### src/rtl/mtc_sl_serializer.sv
//------------------------------------------------------------------------------
// mtc_sl_serializer
//
// Takes MTC_PER_BCID candidate words per clock, keeps the ones whose MSB
// (valid bit) is set, and packs them in ascending lane order into a
// show-ahead FIFO. The FIFO drains one word per cycle onto the sector-logic
// link using a ready/valid handshake. Valid lanes that do not fit are
// dropped, counted in a saturating counter, and flagged by a sticky bit.
//
// Ports:
//   clock       in   sole clock, rising edge
//   rst_n       in   asynchronous active-low reset
//   srst        in   synchronous active-high soft reset (same effect as rst_n)
//   mtc_in      in   MTC_PER_BCID candidate words, MSB = valid
//   out_data    out  FIFO head word (0 when out_valid is low)
//   out_valid   out  FIFO not empty
//   out_ready   in   link accepts out_data this cycle
//   fifo_count  out  FIFO occupancy
//   drop_cnt    out  dropped candidates, saturating at 16'hFFFF
//   overflow    out  sticky, set on the first drop
//------------------------------------------------------------------------------
`timescale 1ns/1ps

module mtc_sl_serializer #(
    parameter int unsigned MTC_WIDTH    = 32,
    parameter int unsigned MTC_PER_BCID = 3,
    parameter int unsigned FIFO_DEPTH   = 8,
    localparam int unsigned CW          = $clog2(FIFO_DEPTH) + 1
) (
    input  logic                 clock,
    input  logic                 rst_n,
    input  logic                 srst,
    input  logic [MTC_WIDTH-1:0] mtc_in [MTC_PER_BCID],
    output logic [MTC_WIDTH-1:0] out_data,
    output logic                 out_valid,
    input  logic                 out_ready,
    output logic [CW-1:0]        fifo_count,
    output logic [15:0]          drop_cnt,
    output logic                 overflow
);

    localparam int unsigned AW = $clog2(FIFO_DEPTH);

    logic [MTC_WIDTH-1:0] mem_q [FIFO_DEPTH];
    logic [MTC_WIDTH-1:0] mem_d [FIFO_DEPTH];

    logic [AW-1:0]        rd_ptr_q, rd_ptr_d;
    logic [AW-1:0]        wr_ptr_q, wr_ptr_d;
    logic [CW-1:0]        count_q, count_d;
    logic [15:0]          drop_q, drop_d;
    logic                 ovf_q, ovf_d;
    logic                 valid_q, valid_d;
    logic [MTC_WIDTH-1:0] data_q, data_d;

    logic                 pop_c;
    int unsigned          nwr_c;
    int unsigned          free_c;
    int unsigned          acc_c;
    int unsigned          ndrop_c;
    int unsigned          rank_c;
    int unsigned          dsum_c;

    always_comb begin
        pop_c = valid_q & out_ready;

        nwr_c = 0;
        for (int unsigned i = 0; i < MTC_PER_BCID; i++) begin
            if (mtc_in[i][MTC_WIDTH-1]) nwr_c = nwr_c + 1;
        end

        // A pop this cycle frees its slot for a same-cycle write.
        free_c  = FIFO_DEPTH + 32'(pop_c) - 32'(count_q);
        acc_c   = (nwr_c < free_c) ? nwr_c : free_c;
        ndrop_c = nwr_c - acc_c;

        // Compaction: the n-th valid lane goes to wr_ptr+n; only the
        // lowest-ranked acc_c valid lanes are written.
        mem_d  = mem_q;
        rank_c = 0;
        for (int unsigned i = 0; i < MTC_PER_BCID; i++) begin
            if (mtc_in[i][MTC_WIDTH-1]) begin
                if (rank_c < acc_c) begin
                    mem_d[AW'(32'(wr_ptr_q) + rank_c)] = mtc_in[i];
                end
                rank_c = rank_c + 1;
            end
        end

        wr_ptr_d = AW'(32'(wr_ptr_q) + acc_c);
        rd_ptr_d = AW'(32'(rd_ptr_q) + 32'(pop_c));
        count_d  = CW'(32'(count_q) + acc_c - 32'(pop_c));

        dsum_c = 32'(drop_q) + ndrop_c;
        drop_d = (dsum_c > 32'h0000_FFFF) ? 16'hFFFF : 16'(dsum_c);
        ovf_d  = ovf_q | (ndrop_c != 0);

        // The head register is loaded from the post-write memory image so a
        // word written into an empty FIFO is visible the very next cycle.
        valid_d = (count_d != '0);
        data_d  = valid_d ? mem_d[rd_ptr_d] : '0;
    end

    always_ff @(posedge clock or negedge rst_n) begin
        if (!rst_n) begin
            rd_ptr_q <= '0;
            wr_ptr_q <= '0;
            count_q  <= '0;
            drop_q   <= '0;
            ovf_q    <= 1'b0;
            valid_q  <= 1'b0;
            data_q   <= '0;
        end else if (srst) begin
            rd_ptr_q <= '0;
            wr_ptr_q <= '0;
            count_q  <= '0;
            drop_q   <= '0;
            ovf_q    <= 1'b0;
            valid_q  <= 1'b0;
            data_q   <= '0;
        end else begin
            rd_ptr_q <= rd_ptr_d;
            wr_ptr_q <= wr_ptr_d;
            count_q  <= count_d;
            drop_q   <= drop_d;
            ovf_q    <= ovf_d;
            valid_q  <= valid_d;
            data_q   <= data_d;
        end
    end

    // Storage needs no reset: pointers and count define which slots are live.
    always_ff @(posedge clock) begin
        if (rst_n && !srst) begin
            mem_q <= mem_d;
        end
    end

    assign out_data   = data_q;
    assign out_valid  = valid_q;
    assign fifo_count = count_q;
    assign drop_cnt   = drop_q;
    assign overflow   = ovf_q;

endmodule

### config.mk
export PLATFORM = sky130hd
export DESIGN_NAME = mtc_sl_serializer
export DESIGN_NICKNAME = d
export VERILOG_FILES = /design/src/rtl/mtc_sl_serializer.sv
export SDC_FILE = /design/constraint.sdc
export NUM_CORES = 1
export LEC_CHECK = 0
export CAP_MARGIN = 25
export CORE_MARGIN = 4
export CORE_UTILIZATION = 30
export DETAILED_ROUTE_END_ITERATION = 7
export GPL_ROUTABILITY_DRIVEN = 0
export GPL_TIMING_DRIVEN = 1
export PLACE_DENSITY = 0.48
export SLEW_MARGIN = 20
export SYNTH_ARGS = -nofsm -noshare
export SYNTH_HDL_FRONTEND = slang
export SYNTH_SLANG_ARGS = --single-unit
### constraint.sdc
create_clock -name clock -period 13.81 [get_ports clock]
set_input_delay 3.4525 -clock clock [delete_from_list [all_inputs] [get_ports clock]]
set_output_delay 3.4525 -clock clock [all_outputs]
set_load 0.02 [all_outputs]
# --- Word-level counts from Yosys, hierarchy flattened ---
# Cells that the tools add are included.
totals:
  wordCells: 83
  out_inout_bits: 54
  register_bits: 316
classes:
  n_lt_le_gt_ge: 12
  mux: 31
  bitwise_logic: 6
  reduce_logical: 7
  n_addsub: 12
ops:
  columns: ["operator", "n"]
  rows:
  - ["256-bit two-way mux", 6]
  - ["256-bit bitwise mux", 3]
  - ["32-bit two-way mux", 10]
  - ["32-bit demux with 3-bit select", 3]
  - ["32-bit binary-select mux with 3-bit select", 1]
  - ["32-bit by 1-bit adder with 32-bit output, second input constant", 2]
  - ["32-bit < comparator", 2]
  - ["16-bit by 32-bit adder with 32-bit output", 1]
  - ["32-bit by 16-bit > comparator with 1-bit output, second input constant", 1]
  - ["1-bit by 32-bit < comparator with 1-bit output", 1]
  - ["1-bit by 32-bit < comparator with 1-bit output, first input constant", 1]
  - ["16-bit two-way mux", 2]
  - ["32-bit nonzero test", 1]
  - ["32-bit subtractor", 1]
  - ["4-bit greater-or-equal comparator, second input constant", 4]
  - ["3-bit inverter with 4-bit output", 4]
  - ["4-bit by 1-bit < comparator with 1-bit output, second input constant", 3]
  - ["3-bit adder", 3]
  - ["3-bit two-way mux", 2]
  - ["5-bit by 4-bit subtractor with 6-bit output", 1]
  - ["4-bit by 1-bit adder with 5-bit output, first input constant", 1]
  - ["4-bit adder", 1]
  - ["1-bit logical AND", 4]
  - ["4-bit two-way mux", 1]
  - ["7 further kinds", 9]

# --- Logic depth before layout (Yosys ltp) ---
depth:
  ltp_word: 21
  mapped_depth: 29
  depth_no_buf: 27

# --- Worst setup path before layout ---
# No wires, ideal clock.
synth_path:
  path_kind: "input port to flip-flop"
  startpoint: "in srst"
  endpoint: "reg mem_q[0] (netlist bit), enable pin"
  required_ns: 12.908
  arrival_ns: 14.810
  path_slack_ns: -1.903
  cell_stages: 2
  path_cell_list: "clkbuf_1 -> nor2b_1"
synth_via:
  elab_chain_cells: 2
synth_rtl:
  columns: ["item", "line_no", "text"]
  rows:
  - ["start, declared", "32", "input logic srst,"]
  - ["1-bit zero test", "133", "if (rst_n && !srst) begin"]
  - ["1-bit logical AND", "133", null]
  - ["end signal, assigned", "134", "mem_q <= mem_d;"]
  - ["end, declared", "44", "logic [MTC_WIDTH-1:0] mem_q [FIFO_DEPTH];"]
# No other way between the ends.
# A chain may end at the register's enable or synchronous reset.

# --- Worst setup path in the final report ---
layout_path:
  startpoint: "in mtc_in[95] (netlist bit)"
  endpoint: "reg drop_q[0] (netlist: drop_cnt[0])"
layout_via:
  elab_chain_cells: 12
layout_rtl:
  columns: ["item", "line_no", "text"]
  rows:
  - ["start, declared", "33", "input logic [MTC_WIDTH-1:0] mtc_in [MTC_PER_BCID],"]
  - ["1-bit two-way mux *", "68", "if (mtc_in[i][MTC_WIDTH-1]) nwr_c = nwr_c + 1;"]
  - ["32-bit by 1-bit adder with 32-bit output", "68", null]
  - ["32-bit two-way mux *", "68", null]
  - ["32-bit by 1-bit adder with 32-bit output", null, null]
  - ["32-bit two-way mux *", "68", null]
  - ["32-bit < comparator", "73", "acc_c = (nwr_c < free_c) ? nwr_c : free_c;"]
  - ["32-bit two-way mux", "73", null]
  - ["32-bit subtractor *", "74", "ndrop_c = nwr_c - acc_c;"]
  - ["16-bit by 32-bit adder with 32-bit output *", "93", "dsum_c = 32'(drop_q) + ndrop_c;"]
  - ["32-bit by 16-bit > comparator with 1-bit output", "94", "drop_d = (dsum_c > 32'h0000_FFFF) ? 16'hFFFF : 16'(dsum_c);"]
  - ["16-bit two-way mux *", "94", null]
  - ["16-bit two-way mux *", "112", "end else if (srst) begin"]
  - ["end signal, assigned", "124", "drop_q <= drop_d;"]
  - ["end, declared", "50", "logic [15:0] drop_q, drop_d;"]
# Every way passes the cells marked *; elsewhere a longest branch is shown, timed or not.

==> results.json <==
{
  "clock.fmax_mhz": 98.55,
  "critPathBufInv": 3,
  "fillers": 8206,
  "port_buffers": 153,
  "ant_nets": 0,
  "p_per_area_nw_per_um2": 209.1,
  "rsz0062_at_grt": "no",
  "drtIter0Drc": 3432,
  "grt_pass1_wl_um": 164700,
  "slew-limit-headroom_pct": 24.34,
  "grt_pass1_vias": 24160,
  "antenna_found_initial": 7,
  "status": "complete, no violations",
  "setup_ws_ns": 3.663,
  "synth-edff-count": 256,
  "ios": 154,
  "worstSkewPairLatency_ns": 0.60,
  "layout-drive-gt1-share_pct": 7.436,
  "die_w_um": 292.6,
  "endpoint_kind": "register",
  "postCtsSetupBuffers": 0,
  "path_clk_slew_ns": 0.06,
  "drc": 0,
  "cp_cell_sequence": "clkdlybuf4s50_1, inv_1, ha_1, nor2_1, a211oi_2, a211oi_2, a211oi_2, nor2_1, a21oi_1, ha_1, inv_1, ha_1, o41a_1, ha_1, a21oi_1, o21bai_1, a31oi_1, a31oi_1, o22ai_1, nor3b_1, o221ai_1, a2111oi_4, a21oi_1",
  "clockRootBuffer": "clkbuf_16",
  "htreeDepth": 2,
  "period_needed_ns": 10.15,
  "finalSetupViolations": 0,
  "overflow": 0,
  "hold_buffers": 0,
  "crit_path_frequent_cell": "ha_1",
  "cts_tree": "done",
  "skew_ns": 0.02655,
  "syn_to_final_growth_pct": 15.98,
  "cp.required_ns": 14.23,
  "hold_slack_ns": 0.5431,
  "nets": 2964,
  "hp-class": "reg2reg",
  "yosysWarnings": 0,
  "tightest_slew_ns": 1.135,
  "vias_per_cell": 6.496,
  "num_vias": 25430,
  "crit_arrival_ns": 10.56,
  "async_flop_share_pct": 18.99,
  "initial_core_util_pct": 30.21,
  "start_kind": "primary input",
  "critPathMaxFanout": 16,
  "yosysSeqAreaShare_pct": 37.83,
  "clockBufferDepth": 3,
  "slew_viol_final": 0,
  "netlist_area_um2": 24290,
  "totalWireLength_um": 113300,
  "syn_inst": 2863,
  "setup_tns_ns": 0,
  "vdd_drop_max_v": 0.0001608,
  "drt_pass1_iterations": 6,
  "clock-sinks": 316,
  "ys_types": 79,
  "dp_slack_ns": 3.217,
  "hpwlAfterDp_um": 63230,
  "critPathTopFamily": "compound AO/OA/AOI/OAI gates",
  "p_leak_nw": 9.709,
  "synthFlopType": "edfxtp_1",
  "critPathMaxStageDelay_ns": 0.89,
  "core_area_um2": 80420,
  "die_h_um": 292.6,
  "cts_resized": 0,
  "synthTopCellsByArea": "edfxtp_1, a211oi_1, o21ai_0, dfrtp_1, nand2_1",
  "min_period_over_period_pct": 73.48,
  "finalCoreUtilization_pct": 35.04,
  "grtUsageTotal_pct": 25.23,
  "synth-seq-cells": 316,
  "avgSynthCellArea_um2": 8.485,
  "drv_cap": 0,
  "path_class": "in2reg",
  "num_rows": 104,
  "dieArea_um2": 85590,
  "cts_buffers": 44,
  "critical-path-slowest-cell": "a2111oi_4",
  "avgRoutedWirePerCell_um": 28.96,
  "hold_viol": 0,
  "grt_max_degree": 195,
  "synth_top_area_share_pct": 31.65,
  "yosysTopAreaCell": "edfxtp_1"
}
flip-flops by register name (all words and copies together), names as in the netlist:
register    count
overflow        1
mem_q         256
out_data       32
drop_cnt       16
wr_ptr_q        3
out_valid       1
rd_ptr_q        3
fifo_count      4
layout by cell type, fill, tap and decap left out, types with 20 or more instances in the layout:
cell type	Yosys	layout
o21ai_0	382	378
a211oi_1	377	374
nand2_1	276	276
edfxtp_1	256	256
a21oi_1	188	186
nor2_1	172	170
clkdlybuf4s50_1	0	152
inv_1	72	72
o211ai_1	67	67
mux2i_1	66	66
o31ai_1	64	64
buf_4	4	64
nand4_1	63	63
dfrtp_1	60	60
o311ai_0	46	46
clkbuf_16	0	46
ha_1	46	45
nor3_1	45	43
o221ai_1	27	27
a211o_1	26	25
a22o_1	22	22
a21o_1	24	20
clkbuf_1	246	20
where the power goes:
part	internal (mW)	switching, mW
clock network	0.688	0.480
registers	1.33	0.0822
logic	1.13	2.18
layout make-up:
type	count	area, um^2	area share (%)
clock inverter	9	103.9	0.3686
timing repair buffer	222	2111	7.492
tap	1060	1326	4.707
multi-input combinational	2158	13840	49.13
clock buffer	73	1323	4.694
antenna	3	7.507	0.02665
sequential	316	9189	32.61
inverter	73	274.0	0.9726
Yosys cell counts, drive strengths merged (6+ instances only):
| library cell | instances |
|---|---|
| a211o | 26 |
| a211oi | 382 |
| a21boi | 6 |
| a21o | 24 |
| a21oi | 191 |
| a22o | 22 |
| a22oi | 11 |
| a31oi | 11 |
| and2 | 12 |
| and3 | 8 |
| buf | 78 |
| clkbuf | 246 |
| dfrtp | 60 |
| edfxtp | 256 |
| ha | 46 |
| inv | 72 |
| mux2i | 67 |
| nand2 | 276 |
| nand3 | 20 |
| nand4 | 63 |
| nand4b | 6 |
| nor2 | 172 |
| nor2b | 13 |
| nor3 | 45 |
| nor4 | 6 |
| o211ai | 68 |
| o21ai | 392 |
| o221a | 9 |
| o221ai | 28 |
| o311ai | 58 |
| o31ai | 64 |
| or2 | 24 |
| or4 | 6 |
| xnor2 | 16 |
| xor2 | 19 |
metrics by stage:
stage | area, um^2 | power (mW) | std cells
after floorplan | 24320 | 3.528 | 2871
after global placement | 26650 | 4.606 | 3824
after detailed placement | 26700 | 4.654 | 3827
after CTS | 28130 | 5.856 | 3909
after global routing | 28170 | 6.219 | 3912
final | 28170 | 5.891 | 3914
path summary, 6_finish.rpt:
path                                 start      endpoint  slack (ns)  cells after the start
worst min register to register  mem_q[159]    mem_q[159]        0.54                      1
worst min-delay path            mem_q[159]    mem_q[159]        0.54                      1
min in group asynchronous            rst_n  out_data[23]        2.78                      1
worst max-delay path            mtc_in[95]   drop_cnt[0]        3.66                     23
worst max register to register   out_valid   drop_cnt[0]        6.66                     24
max in group asynchronous            rst_n  drop_cnt[10]        9.97                      2
kinds of logic after synthesis:
kind of cell,after synthesis,synth area share (%)
AOI/OAI and AO/OA,1319,36.05
xor gates and xnor gates,35,1.293
adders and majority gates,51,2.709
buffers and inverters,397,6.464
DFF,316,37.83
muxes,72,3.101
other,1,0.01544
and+or+nand+nor,672,12.54
worst register-to-register path: stages, from the launching register on:
cell	delay (ns)
dfrtp_1	0.38
nand2_1	0.13
ha_1	0.24
inv_1	0.06
ha_1	0.43
nand2b_1	0.28
a211oi_2	0.32
a211oi_2	0.11
a211oi_2	0.46
nor2_1	0.10
a21oi_1	0.25
ha_1	0.34
inv_1	0.07
ha_1	0.30
o41a_1	0.49
ha_1	0.33
a21oi_1	0.14
o21bai_1	0.11
a31oi_1	0.38
a31oi_1	0.25
o22ai_1	0.32
nor3b_1	0.23
o221ai_1	0.20
a2111oi_4	0.89
a21oi_1	0.18
routing by layer:
layer	wire length, um	GRT usage [%]	up-vias
met4	4171	9.574	4
li1	-	-	11010
met1	46540	34.43	12440
met5	16	0	-
met2	49550	38.20	1705
met3	13050	6.831	274
No activity file was read; power rests on OpenSTA's default activity.
